===== src/rtl/pokey_cmd_seq.sv =====
// POKEY command sequencer: fetches 16-bit command words from a synchronous ROM
// and issues POKEY register write cycles, paced by a frame tick, with an
// automatic AUDC mute sequence on stop.
//
// state  | meaning
// -------+-------------------------------------------------------------
// IDLE   | bus inactive, waiting for start (or stop -> mute)
// FETCH  | ROM address presented; ROM data valid next cycle
// DECODE | command word on rom_data, dispatch on opcode
// WRITE  | single-cycle write strobe on the POKEY bus
// WAIT   | counting frame ticks down to terminal count
// MUTE   | four strobes to AUDC1..4 separated by idle cycles
module pokey_cmd_seq #(
    parameter int          ROM_AW   = 8,
    parameter logic [7:0]  MUTE_VAL = 8'h00
) (
    input  logic              phi2,
    input  logic              reset_n,
    input  logic              start,
    input  logic              stop,
    input  logic [ROM_AW-1:0] song_base,
    input  logic              tick,
    output logic [ROM_AW-1:0] rom_addr,
    input  logic [15:0]       rom_data,
    output logic              r_w_n,
    output logic              cs0_n,
    output logic              cs1_n,
    output logic [3:0]        a,
    output logic [7:0]        d_out,
    output logic              busy,
    output logic              done
);

    typedef enum logic [2:0] {
        S_IDLE,
        S_FETCH,
        S_DECODE,
        S_WRITE,
        S_WAIT,
        S_MUTE
    } state_t;

    state_t              state;
    logic [ROM_AW-1:0]   pc;
    logic [7:0]          cnt;
    logic [2:0]          mute_step;

    // Bits [13:12] of the command word carry no meaning.
    logic unused_bits;
    assign unused_bits = ^rom_data[13:12];

    // The ROM address is the pc register itself: pc is only ever loaded on
    // the edge that enters FETCH, so the address is stable throughout FETCH
    // and the registered ROM output lands exactly in DECODE.
    assign rom_addr = pc;

    // Sequencer FSM with registered bus outputs.
    always_ff @(posedge phi2 or negedge reset_n) begin
        if (!reset_n) begin
            state     <= S_IDLE;
            pc        <= '0;
            cnt       <= '0;
            mute_step <= '0;
            cs0_n     <= 1'b1;
            cs1_n     <= 1'b1;
            r_w_n     <= 1'b1;
            a         <= '0;
            d_out     <= '0;
            busy      <= 1'b0;
            done      <= 1'b0;
        end else begin
            done <= 1'b0;
            if (stop && state != S_MUTE) begin
                // An asserted strobe still gets its full cycle: it is
                // released on this edge, never cut short.
                state     <= S_MUTE;
                mute_step <= '0;
                cnt       <= '0;
                busy      <= 1'b1;
                cs0_n     <= 1'b1;
                cs1_n     <= 1'b1;
                r_w_n     <= 1'b1;
            end else if (start && state != S_MUTE) begin
                pc    <= song_base;
                cnt   <= '0;
                state <= S_FETCH;
                busy  <= 1'b1;
                cs0_n <= 1'b1;
                cs1_n <= 1'b1;
                r_w_n <= 1'b1;
            end else begin
                case (state)
                    S_IDLE: begin
                        busy <= 1'b0;
                    end
                    S_FETCH: begin
                        state <= S_DECODE;
                    end
                    S_DECODE: begin
                        case (rom_data[15:14])
                            2'b00: begin
                                a     <= rom_data[11:8];
                                d_out <= rom_data[7:0];
                                cs0_n <= 1'b0;
                                cs1_n <= 1'b0;
                                r_w_n <= 1'b0;
                                state <= S_WRITE;
                            end
                            2'b01: begin
                                if (rom_data[7:0] == 8'd0) begin
                                    pc    <= pc + 1'b1;
                                    state <= S_FETCH;
                                end else begin
                                    cnt   <= rom_data[7:0];
                                    state <= S_WAIT;
                                end
                            end
                            2'b10: begin
                                pc    <= rom_data[ROM_AW-1:0];
                                state <= S_FETCH;
                            end
                            default: begin
                                done  <= 1'b1;
                                busy  <= 1'b0;
                                state <= S_IDLE;
                            end
                        endcase
                    end
                    S_WRITE: begin
                        cs0_n <= 1'b1;
                        cs1_n <= 1'b1;
                        r_w_n <= 1'b1;
                        pc    <= pc + 1'b1;
                        state <= S_FETCH;
                    end
                    S_WAIT: begin
                        if (tick) begin
                            if (cnt == 8'd1) begin
                                cnt   <= '0;
                                pc    <= pc + 1'b1;
                                state <= S_FETCH;
                            end else begin
                                cnt <= cnt - 1'b1;
                            end
                        end
                    end
                    S_MUTE: begin
                        // Even steps raise a strobe to AUDC(n), odd steps
                        // release it, giving one idle cycle between strobes.
                        mute_step <= mute_step + 1'b1;
                        if (!mute_step[0]) begin
                            a     <= {1'b0, mute_step[2:1], 1'b1};
                            d_out <= MUTE_VAL;
                            cs0_n <= 1'b0;
                            cs1_n <= 1'b0;
                            r_w_n <= 1'b0;
                        end else begin
                            cs0_n <= 1'b1;
                            cs1_n <= 1'b1;
                            r_w_n <= 1'b1;
                            if (mute_step == 3'd7) begin
                                done  <= 1'b1;
                                busy  <= 1'b0;
                                state <= S_IDLE;
                            end
                        end
                    end
                    default: begin
                        state <= S_IDLE;
                    end
                endcase
            end
        end
    end

endmodule

===== config.mk =====
export PLATFORM = sky130hd
export DESIGN_NAME = pokey_cmd_seq
export DESIGN_NICKNAME = d
export VERILOG_FILES = /design/src/rtl/pokey_cmd_seq.sv
export SDC_FILE = /design/constraint.sdc
export NUM_CORES = 1
export LEC_CHECK = 0
export ABC_AREA = 1
export BUFFER_PORTS_ARGS = -buffer_cell sky130_fd_sc_hd__buf_4
export CAP_MARGIN = 20
export CORE_ASPECT_RATIO = 0.9
export CORE_MARGIN = 4
export CORE_UTILIZATION = 50
export DETAILED_ROUTE_END_ITERATION = 12
export PLACE_DENSITY_LB_ADDON = 0.2
export RECOVER_POWER = 50
export SETUP_SLACK_MARGIN = 0.4
export SLEW_MARGIN = 10
export SYNTH_ARGS = -nofsm -noshare
export SYNTH_HDL_FRONTEND = slang
export SYNTH_SLANG_ARGS = --single-unit

===== constraint.sdc =====
create_clock -name phi2 -period 1.8 [get_ports phi2]
set_input_delay 0.18 -clock phi2 [delete_from_list [all_inputs] [get_ports phi2]]
set_output_delay 0.18 -clock phi2 [all_outputs]
set_load 0.01 [all_outputs]

# == After elaboration in Yosys (flattened, before gate mapping) ==
# Index checks and enable logic that the tools add are counted.
# op_classes
addsub,3
eq_ne,26
mux,48
bitwise_logic,2
n_reduce_logical,19
# ops
cell,count
8-bit two-way mux,12
8-bit case mux with 2 select lines,3
"4-bit inequality test, second input constant",8
3-bit two-way mux,10
8-bit case mux with 3 select lines,1
3-bit case mux with 6 select lines,1
1-bit two-way mux,14
"3-bit inequality test, second input constant",4
5-bit AND reduction,2
5-bit nonzero test,2
"3-bit == test, second input constant",3
3-bit case mux with 3 select lines,1
"8-bit by 1-bit adder with 8-bit output, second input constant",1
"8-bit by 1-bit == test with 1-bit output, second input constant",1
8-bit zero test,1
4-bit two-way mux,2
"4-bit by 3-bit inequality test with 1-bit output, second input constant",2
4-bit case mux with 2 select lines,1
4-bit AND reduction,2
4-bit nonzero test,2
"8-bit by 1-bit subtractor with 8-bit output, second input constant",1
"3-bit by 2-bit == test with 1-bit output, second input constant",2
1-bit case mux with 3 select lines,2
6-bit AND reduction,1
14 further kinds,19
# word_totals
ff_bits,37
input_bits,29

# == Depth between registers and ports, before layout ==
# depth
depth_word,6
depth_mapped,11

# == Worst setup path before layout ==
# Ideal clock, no wire load.
# synth_path
path_type,flip-flop to flip-flop
startpoint,reg state[0]
endpoint,reg pc[5] (netlist: rom_addr[5])
t_arrival_ns,1.322
required_time_ns,1.683
slack_ns,0.360
stages_incl_launch_ff,10
n_path_buf,1
period_less_slack_ns,1.440
cell_sequence,dfrtp_1 -> nor2_2 -> nand2_2 -> buf_4 -> nand4_4 -> nand2_4 -> nor2_8 -> nand2_4 -> nand2_1 -> nand2_1
# synth_via
elab_chain_len,4
# synth_rtl
element,line_no,text
start: declaration,43,state_t state;
start signal: assignment,60,state <= S_IDLE;
start signal: assignment,76,state <= S_MUTE;
start signal: assignment,86,state <= S_FETCH;
3-bit inequality test,"73, 83",
1-bit logical AND (on tied branches),"83, 73",
4-bit by 3-bit inequality test with 1-bit output (no source line) (tied with other cells),n/a,
6-bit AND reduction (no source line),n/a,
end signal: assignment,84,pc <= song_base;
end signal: assignment,111,pc <= pc + 1'b1;
end signal: assignment,119,pc <= rom_data[ROM_AW-1:0];
end: declaration,44,logic [ROM_AW-1:0] pc;
# Several ways; a longest one is shown, not always the timed one.
# A chain may end at the register's enable or synchronous reset.

# == Worst setup path after layout ==
# layout_path
startpoint,reg state[1]
endpoint,reg pc[3] (netlist: rom_addr[3])
# The elaborated chain is that of the path after synthesis.

==> metrics.md <==
| Metric | Value |
|---|---|
| Final Critical Period | `between 1.5 and 2 ns` |
| Post-DP Area | `0.002969 sq mm` |
| Crit path max-delay family | `simple AND/OR/NAND/NOR gates` |
| Largest net degree at the start of global routing | `38` |
| Combinational family with the most area after synthesis | `simple AND/OR/NAND/NOR gates` |
| Critical path capture point | `rom_addr[3]$_DFFE_PN0P_` |
| Compound-Gate Fraction of Synth Area | `under 10%` |
| Hold_ws | `~0.13 ns` |
| Synth Area in XOR/XNOR | `1.035%` |
| DIE HEIGHT | `between 70 and 80 microns` |
| Clock power share | `roughly an eighth` |
| Post-Syn Nets | `approximately 400` |
| Net Sw Power | `about 3.2 mW` |
| CP most frequent cell | `nand2_1` |
| Die ar. | `about 0.0063 sq mm` |
| # DRC | `0` |
| FP Rows | `24` |
| Crit share post-route | `between 90% and 100%` |
| DR pass1 iterations | `6` |
| CTS tree | `yes` |
| # IOs | `54` |
| Crit path depth | `9` |
| Final nets | `roughly 490` |
| Vias per inst | `about 5.8` |
| Post-synthesis cell type count | `32` |
| Layout Skew | `between 0.01 and 0.015 ns` |
| N_diodes | `0` |
| CTS buffer count | `5` |
| Synth Instances | `roughly 360` |
| Comb pwr share | `between 60% and 70%` |
| TritonCTS sink count | `37` |
| GPL Wtd Cong | `roughly 0.92` |
| Max Clk Rate | `between 600 and 700 MHz` |
| Syn Area/Cell | `7.131 sq um` |
| Post-synthesis sequential area ratio | `36.52%` |
| PwrDens | `roughly 1800 mW/mm^2` |
| Sw Ratio | `approximately 47%` |
| Initial DRC count | `337` |
| Max-cap viol count | `0` |
| First-pass GRT wire length | `~12,000 microns` |
| Initial Utilization | `a little over half` |
| CTS root buf | `clkbuf_8` |
| H-Tree Level Count | `2` |
| Leading area contributor after synthesis | `dfrtp_1` |
| Sequential share of power | `between 20% and 30%` |
| RSZ-0062 raised after global routing | `yes` |
| Hold WC Path Type | `input pin to register` |
| Cell area after layout | `between 0.003 and 0.004 sq mm` |
| Routed wire per std cell | `18.03 microns` |
| Status | `complete, no violations` |
| Final Hold Viols | `0` |
| Core area | `approximately 0.0049 sq mm` |
| Detailed Route WL | `between 9000 and 10,000 microns` |
| Total chip power | `approximately 6.7 mW` |
| Worst-case reg-to-reg path depth | `9` |
| LEAKAGE | `between 1.5 and 2 nW` |
| Die width | `between 80 and 90 microns` |
| Dpl hpwl | `~4800 microns` |
| RR Endpoint | `rom_addr[3]$_DFFE_PN0P_` |
| Critical Path RT | `approximately 2 ns` |
| Worst rel slew slack | `a little over a third` |
| Worst-path maximum fanout | `6` |
| CTS max path bufs | `2` |
| Type of origin of the critical path | `register` |
| Initial antenna violation count | `0` |
| Crit end category | `register` |
| Max-slew violations | `0` |
| Total GRT Usage | `about a quarter` |
| Setup tns final | `0 ns` |
| Critical path arrival | `1.83 ns` |
| Remaining global-route overflow | `0` |
| Share of layout cells above drive strength 1 | `between 30% and 40%` |
| FF+latch count, synth | `37` |
| IO Port Bufs | `between 50 and 60` |
| Post-synthesis mux area share | `0%` |
| CP startpoint | `state[1]$_DFFE_PN0P_` |
| Simple-gate share of the synthesized area | `between 40% and 50%` |
| R2R setup slack | `between 0.15 and 0.2 ns` |
| Worst-Margin Slew | `roughly 0.96 ns` |
| Clock transition at the registers of the reported paths | `around 0.08 ns` |
| Inst Count DP | `469` |
| Final Setup Violations | `0` |
| Post-route insts no fill | `520` |
| Peak supply drop | `0.001221 V` |
| Crit path largest cell delay | `~0.48 ns` |
| Area contributors post-synth | `dfrtp_1, nand2_1, nand3_1` |
| Vias in the first global route | `about 2,700` |
| P&R area growth vs syn | `49.14%` |
| Vias post-DR | `3,020` |
| Pint | `between 3 and 4 mW` |
| Post-Synth Adder-Cell Area | `under 10%` |
| Later-pin clock latency in the skew report | `~0.31 ns` |
| Top cell type's share of synthesized area | `between 30% and 40%` |
| Worst setup path category | `register to register` |
| Worst path bufs/invs | `1` |
| Worst path slowest cell | `dfrtp_2` |
| Critical R2R Launch | `state[1]$_DFFE_PN0P_` |
| Syn Std Cell Area | `between 0.002 and 0.003 sq mm` |
| DRT antenna net count | `0` |
| Critical-path cell list | `nor2_4 -> nand2_4 -> nand3_2 -> buf_2 -> nand2_1 -> nand3_1 -> nand2_1 -> nand3_1 -> nand2_1` |
| Yosys warns | `0` |
## cell type report
class | count | area (sq um)
Multi-Input combinational cell | 269 | 1664
Sequential cell | 37 | 930.9
Inverter | 45 | 181.4
Clock inverter | 3 | 65.06
Clock buffer | 5 | 68.82
Timing Repair Buffer | 96 | 794.5
Tap cell | 65 | 81.33
Fill cell | 309 | 1079
## registers in the layout, summed over array words and instances (netlist names)
name       count
busy           1
state          3
d_out          8
cnt            8
a              4
mute_step      3
cs1_n          1
rom_addr       8
done           1
## layer usage
layer  part of all wire, %  GRT usage [%]  up-vias
met5                     0              0        -
met4                   6.6          12.89        0
met3                   9.6          5.622       79
met2                    47          41.37      229
met1                    37          31.32     1365
li1                      -              -     1347
## cell usage in the layout, fill, tap and decap left out, types with 2 or more instances in the layout
cell type / count
nand2_1: 106
buf_4: 59
dfrtp_1: 33
inv_1: 32
nand3_1: 32
nor2_1: 20
buf_6: 17
nand2_2: 15
o21ai_1: 13
clkbuf_1: 12
nand2_4: 10
nand4_1: 10
inv_2: 8
nor2_4: 8
o21ai_0: 8
nand3_4: 6
inv_4: 5
clkbuf_8: 5
nand3_2: 4
nand3b_1: 4
o21ai_2: 4
ha_1: 4
buf_12: 4
nor2_2: 3
dfrtp_2: 3
a21oi_2: 2
a21oi_4: 2
o21bai_1: 2
o211ai_1: 2
nand2_8: 2
xor2_1: 2
bufinv_16: 2
## cells by family after synthesis
kind of cell,after synthesis
xor+xnor,3
simple gates,221
compound gates,36
buf+inv,54
flops,37
fa+ha+maj,5
## metrics by stage
| stage | utilization (%) | worst slack, ns |
|---|---|---|
| after detailed placement | 61.03 | 0.1250 |
| after global placement | 61.03 | 0.1747 |
| after floorplan | - | 0.4022 |
| after CTS | 70.99 | 0.2962 |
| final | 77.83 | 0.1734 |
| after global routing | 77.83 | 0.1126 |
## worst min path at each step
stage | startpoint | end | slack, ns | depth (start not counted)
after global placement | reset_n | a[2]$_DFFE_PN0P_ | 0.18 | 1
after detailed placement | reset_n | a[2]$_DFFE_PN0P_ | 0.18 | 1
final | rom_data[8] | a[0]$_DFFE_PN0P_ | 0.13 | 3
after floorplan | reset_n | a[0]$_DFFE_PN0P_ | -0.12 | 0
after CTS | rom_data[11] | a[3]$_DFFE_PN0P_ | 0.12 | 3
after global routing | rom_data[8] | a[0]$_DFFE_PN0P_ | 0.12 | 3
## worst min-delay path: cells and delay by family
family / cells / cell delay (ns)
and+or+nand+nor: 1 / 0.03
buffers and inverters: 1 / 0.08
AOI/OAI and AO/OA: 1 / 0.09
## Yosys cell counts (all sizes together)
| library cell | instances |
|---|---|
| a21boi | 1 |
| a21oi | 5 |
| buf | 9 |
| dfrtp | 36 |
| dfstp | 1 |
| ha | 5 |
| inv | 45 |
| nand2 | 132 |
| nand3 | 40 |
| nand3b | 5 |
| nand4 | 11 |
| nor2 | 31 |
| nor3 | 2 |
| o211ai | 2 |
| o21ai | 26 |
| o21bai | 2 |
| xnor2 | 1 |
| xor2 | 2 |
## repair_timing
action,4_1_cts,5_1_grt
gates cloned,3,2
hold endpoints to repair,36,0
hold buffers,1,0
endpoints found under the setup margin,32,35
pin swaps,13,24
gates resized for setup,34,70
setup buffers,20,17
## power by group through the flow
stage	clock network [mW]	logic (mW)	registers (mW)
4_1_cts	0.888	3.49	1.44
3_5_place_dp	0	2.81	1.42
3_3_place_gp	0	2.75	1.42
2_1_floorplan	0	2.02	1.45
5_1_grt	0.923	4.73	1.51
6_report	0.885	4.37	1.47
Note: power is estimated with default switching activity, not from simulation.
